File: src/rtl/fetch_pkg.sv
// Shared types and constants for the instruction fetch stage.
package fetch_pkg;

  typedef enum logic [1:0] {
    ST_FETCH = 2'd0,
    ST_WAIT  = 2'd1,
    ST_HOLD  = 2'd2,
    ST_DROP  = 2'd3
  } fetch_state_e;

  localparam logic [31:0] DEFAULT_RESET_PC = 32'h0000_0000;
  localparam logic [31:0] DEFAULT_NOP_INST = 32'h0000_0000;
  localparam logic [31:0] PC_INCR          = 32'd4;
  localparam logic [31:0] WORD_MASK        = 32'hFFFF_FFFC;

  // Clears the byte-offset bits of an address.
  function automatic logic [31:0] align_word(input logic [31:0] addr);
    return addr & WORD_MASK;
  endfunction

endpackage

File: src/rtl/pc_reg.sv
// Program counter register: asynchronous reset, aligned load, +4 increment, hold.
module pc_reg
  import fetch_pkg::*;
#(
  parameter logic [31:0] RESET_PC = DEFAULT_RESET_PC
) (
  input  logic        clk,
  input  logic        rst,
  input  logic        load,
  input  logic [31:0] load_pc,
  input  logic        inc,
  output logic [31:0] pc
);

  logic [31:0] pc_r;

  // Load wins over increment; the 32-bit add wraps naturally at the top of memory.
  always_ff @(posedge clk or posedge rst) begin
    if (rst) begin
      pc_r <= RESET_PC;
    end else if (load) begin
      pc_r <= align_word(load_pc);
    end else if (inc) begin
      pc_r <= pc_r + PC_INCR;
    end else begin
      pc_r <= pc_r;
    end
  end

  assign pc = pc_r;

endmodule

File: src/rtl/fetch_unit.sv
// Instruction fetch stage: single outstanding memory request, decode-stall
// buffering and redirect handling with discard of stale responses.
module fetch_unit
  import fetch_pkg::*;
#(
  parameter logic [31:0] RESET_PC = DEFAULT_RESET_PC,
  parameter logic [31:0] NOP_INST = DEFAULT_NOP_INST
) (
  input  logic        clk,
  input  logic        rst,
  input  logic        stall_id,
  input  logic        redirect,
  input  logic [31:0] redirect_pc,
  output logic        imem_req,
  output logic [31:0] imem_addr,
  input  logic        imem_gnt,
  input  logic        imem_rvalid,
  input  logic [31:0] imem_rdata,
  output logic [31:0] PC_if,
  output logic [31:0] Inst_if,
  output logic        ifid_write,
  output logic        flush
);

  fetch_state_e state_r;
  fetch_state_e state_nxt_s;
  logic [31:0]  buf_r;
  logic [31:0]  pc_s;
  logic         pc_load_s;
  logic         pc_inc_s;
  logic         buf_load_s;
  logic         req_s;
  logic         write_s;
  logic [31:0]  inst_s;

  pc_reg #(
    .RESET_PC (RESET_PC)
  ) u_pc_reg (
    .clk     (clk),
    .rst     (rst),
    .load    (pc_load_s),
    .load_pc (redirect_pc),
    .inc     (pc_inc_s),
    .pc      (pc_s)
  );

  // Next-state and datapath control; redirect overrides every other event.
  always_comb begin
    state_nxt_s = state_r;
    pc_load_s   = 1'b0;
    pc_inc_s    = 1'b0;
    buf_load_s  = 1'b0;
    req_s       = 1'b0;
    write_s     = 1'b0;
    inst_s      = NOP_INST;
    case (state_r)
      ST_FETCH: begin
        req_s = 1'b1;
        if (redirect) begin
          pc_load_s   = 1'b1;
          state_nxt_s = imem_gnt ? ST_DROP : ST_FETCH;
        end else begin
          state_nxt_s = imem_gnt ? ST_WAIT : ST_FETCH;
        end
      end
      ST_WAIT: begin
        if (redirect) begin
          pc_load_s   = 1'b1;
          state_nxt_s = imem_rvalid ? ST_FETCH : ST_DROP;
        end else if (imem_rvalid && !stall_id) begin
          write_s     = 1'b1;
          inst_s      = imem_rdata;
          pc_inc_s    = 1'b1;
          state_nxt_s = ST_FETCH;
        end else if (imem_rvalid) begin
          buf_load_s  = 1'b1;
          state_nxt_s = ST_HOLD;
        end else begin
          state_nxt_s = ST_WAIT;
        end
      end
      ST_HOLD: begin
        if (redirect) begin
          pc_load_s   = 1'b1;
          state_nxt_s = ST_FETCH;
        end else if (!stall_id) begin
          write_s     = 1'b1;
          inst_s      = buf_r;
          pc_inc_s    = 1'b1;
          state_nxt_s = ST_FETCH;
        end else begin
          state_nxt_s = ST_HOLD;
        end
      end
      ST_DROP: begin
        // A redirect here only retargets the PC; the one stale response
        // still pending is what releases this state.
        pc_load_s   = redirect;
        state_nxt_s = imem_rvalid ? ST_FETCH : ST_DROP;
      end
      default: begin
        state_nxt_s = ST_FETCH;
      end
    endcase
  end

  // State register.
  always_ff @(posedge clk or posedge rst) begin
    if (rst) begin
      state_r <= ST_FETCH;
    end else begin
      state_r <= state_nxt_s;
    end
  end

  // Holds a returned instruction while decode is stalled.
  always_ff @(posedge clk or posedge rst) begin
    if (rst) begin
      buf_r <= NOP_INST;
    end else if (buf_load_s) begin
      buf_r <= imem_rdata;
    end else begin
      buf_r <= buf_r;
    end
  end

  assign imem_req   = req_s & ~rst;
  assign imem_addr  = pc_s;
  assign PC_if      = pc_s;
  assign Inst_if    = inst_s;
  assign ifid_write = write_s;
  assign flush      = redirect & ~rst;

endmodule
File: config.mk
export PLATFORM = sky130hd
export DESIGN_NAME = fetch_unit
export DESIGN_NICKNAME = d
export VERILOG_FILES = /design/src/rtl/fetch_pkg.sv /design/src/rtl/pc_reg.sv /design/src/rtl/fetch_unit.sv
export SDC_FILE = /design/constraint.sdc
export NUM_CORES = 1
export LEC_CHECK = 0
export BUFFER_PORTS_ARGS = -buffer_cell sky130_fd_sc_hd__buf_2
export CAP_MARGIN = 30
export CORE_MARGIN = 10
export CORE_UTILIZATION = 49
export DETAILED_ROUTE_END_ITERATION = 10
export PLACE_DENSITY = 0.81
export SETUP_SLACK_MARGIN = 0.2
export SLEW_MARGIN = 20
export SYNTH_ARGS = -nofsm -noshare
export SYNTH_HDL_FRONTEND = slang
export SYNTH_HIERARCHICAL = 1
export SYNTH_SLANG_ARGS = --single-unit
export TNS_END_PERCENT = 100
File: constraint.sdc
create_clock -name clk -period 2.9 [get_ports clk]
set_input_delay 0.145 -clock clk [delete_from_list [all_inputs] [get_ports clk]]
set_output_delay 0.145 -clock clk [all_outputs]
set_load 0.01 [all_outputs]
==> run_results.csv <==
group,metric,value,unit
timing,final-max-slew-violation-count,0,
global_route,gr-total-overflow,0,
power,peakVddDrop,0.0003075,V
synth,ys.flop_type,"dfrtp_1",
clock_tree,clockRootBuffer,"clkbuf_8",
placement,hpwlAfterDp,8.460,mm
placement,postPlaceCellArea,4760,µm²
route,drtIter0Drc,152,
global_route,top_usage_layer,"met2",
finish,fin_area,4992,µm²
finish,regArea,1602,µm²
critical_path,path_max_fanout,14,
timing,worst_slew_pin_slew,0.7183,ns
clock_tree,clk_pin_slew_worst_paths,0.07,ns
finish,finish.utilization,60.45,%
timing,fin_crit_sh,85.95,%
timing,fin_skew,0.01059,ns
clock_tree,ctsLongestPathBuffers,2,
global_route,gr-usage-met2,26.81,%
global_route,use_met1,21.68,%
route,vias,3463,
clock_tree,cts_buffers,9,
critical_path,start_kind,"register",
min_path,min_path_type,"primary input to register",
global_route,antenna_found_initial,1,
clock_tree,htree_levels,3,
route,viasPerCell,5.506,
finish,largest_reg_flops,32,
synth,syn_area_per_cell,10.62,µm²
critical_path,cpPeakStageDelay,0.58,ns
critical_path,crit_required,3.15,ns
floorplanning,dieHeight,112.3,µm
floorplanning,initial_core_util,50.55,%
global_route,grt_pass1_wl,18.22,mm
timing,setup-tns-final,0,ns
synth,synth-seq-cells,64,
clock_tree,clock_latency,0.33,ns
placement,gp_congestion,0.8131,
timing,final_hold_viol_count,0,
route,drc,0,
floorplanning,num_rows,33,
finish,final_common_cell,"buf_2",
finish,layout_common_cells,"162 x buf_2, 64 x dfrtp_1, 32 x mux2_1",
route,drt-total-wl,11.12,mm
power,p_leak,2.254,nW
synth,ys_seq_area_share,38.37,%
synth,syn_inst,393,
route,wire_per_inst,17.68,µm
floorplanning,chipWidth,112.3,µm
finish,drive_gt1_share,48.18,%
synth,synth-edff-count,0,
timing,relSlewSlack,51.82,%
synth,synth-async-reset-ratio,100.0,%
run,drv_cap,0,
synth,synth_warnings,6,
route,drtPass1Iterations,4,
synth,syn-cell-area,4174,µm²
critical_path,crit_buf_inv,1,
timing,period_minus_slack,2.493,ns
timing,setup_viol,0,
critical_path,cp_cell_sequence,"inv_1, ha_2, and4bb_2, o21a_1, and4_2, nand4_4, or4_1, a31oi_1",
synth,ys_types,48,
global_route,first_global_vias,3644,
global_route,met3_usage,6.177,%
floorplanning,core_area,8258,µm²
global_route,grt_max_degree,42,
finish,nFillCells,713,
critical_path,crit_type,"register to register",
critical_path,slowest_stage,"or4_1",
clock_tree,cts_num_sinks,64,
placement,port_buffers,162,
finish,multi_input_area,2136,µm²
finish,area_delta_synth_final,19.60,%
finish,fin_cells,629,
power,cellPowerDensity,649.9,nW/µm²
placement,post-place-cells,611,
critical_path,cp_data_arrival_time,2.74,ns
clock_tree,cts_tree,"yes",
clock_tree,cts_setup_buffers,0,
timing,rsz0062_at_grt,"false",
critical_path,critPathCaptureType,"register",
global_route,track_usage,17.12,%
finish,final_nets,593,
critical_path,critPathTopFamily,"simple AND/OR/NAND/NOR gates",
floorplanning,pin_count,169,
run_status,status,"finished clean",
floorplanning,dieArea,12610,µm²
timing,fmax,401.2,MHz
route,antenna_left,0,
kinds of logic after synthesis:
kind of cell	synth area share [%]
AND/OR/NAND/NOR	21.34
other	0.08984
AO/OA/AOI/OAI	16.34
buffers and inverters	10.76
flip-flops	38.37
XOR/XNOR	2.728
adder cells (fa/ha/maj)	1.499
multiplexers	8.873
layer usage:
metal  up-vias  wire [µm]
li1       1649          -
met1      1649       5021
met2       152       5151
met3        13        817
met4         0        131
met5         -          0
synthesized netlist by cell type (all sizes together) (2+ instances only):
cell type | n | area share (%)
o211ai | 4 | 0.72
nand2 | 30 | 2.7
or4b | 2 | 0.48
xor2 | 10 | 2.1
and4 | 6 | 1.4
a22oi | 32 | 9.2
inv | 5 | 0.45
o31ai | 6 | 1.1
o31a | 2 | 0.42
ha | 5 | 1.5
a31oi | 11 | 1.6
nor2 | 14 | 1.3
or3 | 3 | 0.45
or4 | 9 | 1.6
and3 | 4 | 0.60
nand3 | 12 | 1.4
nor2b | 34 | 6.8
clkbuf | 9 | 0.81
dfrtp | 64 | 38
nand4b | 2 | 0.78
xnor2 | 3 | 0.63
nand4 | 11 | 2.4
o21ai | 19 | 2.3
mux2 | 32 | 8.6
buf | 49 | 9.4
worst min-delay path, delay by kind of cell:
kind | cells | cell delay [ns]
and+or+nand+nor | 1 | 0.04
buffers and inverters | 1 | 0.08
AOI/OAI and AO/OA | 1 | 0.05
power by group:
part,leakage [nW],internal (mW),switching (mW),total [mW]
registers,0.767,1.16,0.218,1.38
logic,1.37,0.546,0.494,1.04
clock network,0.113,0.491,0.331,0.822
total,2.25,2.20,1.04,3.24
layout make-up:
| type | instances | area share (%) |
|---|---|---|
| clock buffer | 14 | 3.659 |
| antenna | 1 | 0.05013 |
| inverter | 6 | 0.4511 |
| tap | 105 | 2.632 |
| multi-input combinational | 266 | 42.78 |
| sequential | 64 | 32.08 |
| timing repair buffer | 171 | 17.64 |
| clock inverter | 2 | 0.7018 |
stage by stage:
stage / hold WS (ns) / power, mW / worst slack, ns
global route: 0.002995 / 3.449 / 0.2173
global placement: 0.2201 / 2.384 / 0.4537
CTS: 0.002384 / 3.284 / 0.3387
finish: 0.01935 / 3.245 / 0.4074
floorplan: 0.2358 / 2.148 / 0.2445
detailed placement: 0.2173 / 2.456 / 0.3578
worst paths after layout:
check | end | from | cells past startpoint | slack [ns]
worst max-delay path | u_pc_reg/pc[22] | state_r[1] | 8 | 0.41
worst min-delay path | u_pc_reg/pc[6] | redirect_pc[6] | 3 | 0.02
worst max register to register | u_pc_reg/pc[22] | state_r[1] | 8 | 0.41
worst min register to register | buf_r[19] | buf_r[19] | 1 | 0.49
max in group asynchronous | buf_r[27] | rst | 4 | 1.82
min in group asynchronous | buf_r[15] | rst | 3 | 0.41
repair_timing:
action                     in CTS  in global routing
hold endpoints to repair       41                  0
hold buffers                    1                  0
gates resized for setup         0                  1
setup endpoints to repair       0                  3
Power figures use the tool's default switching activity.
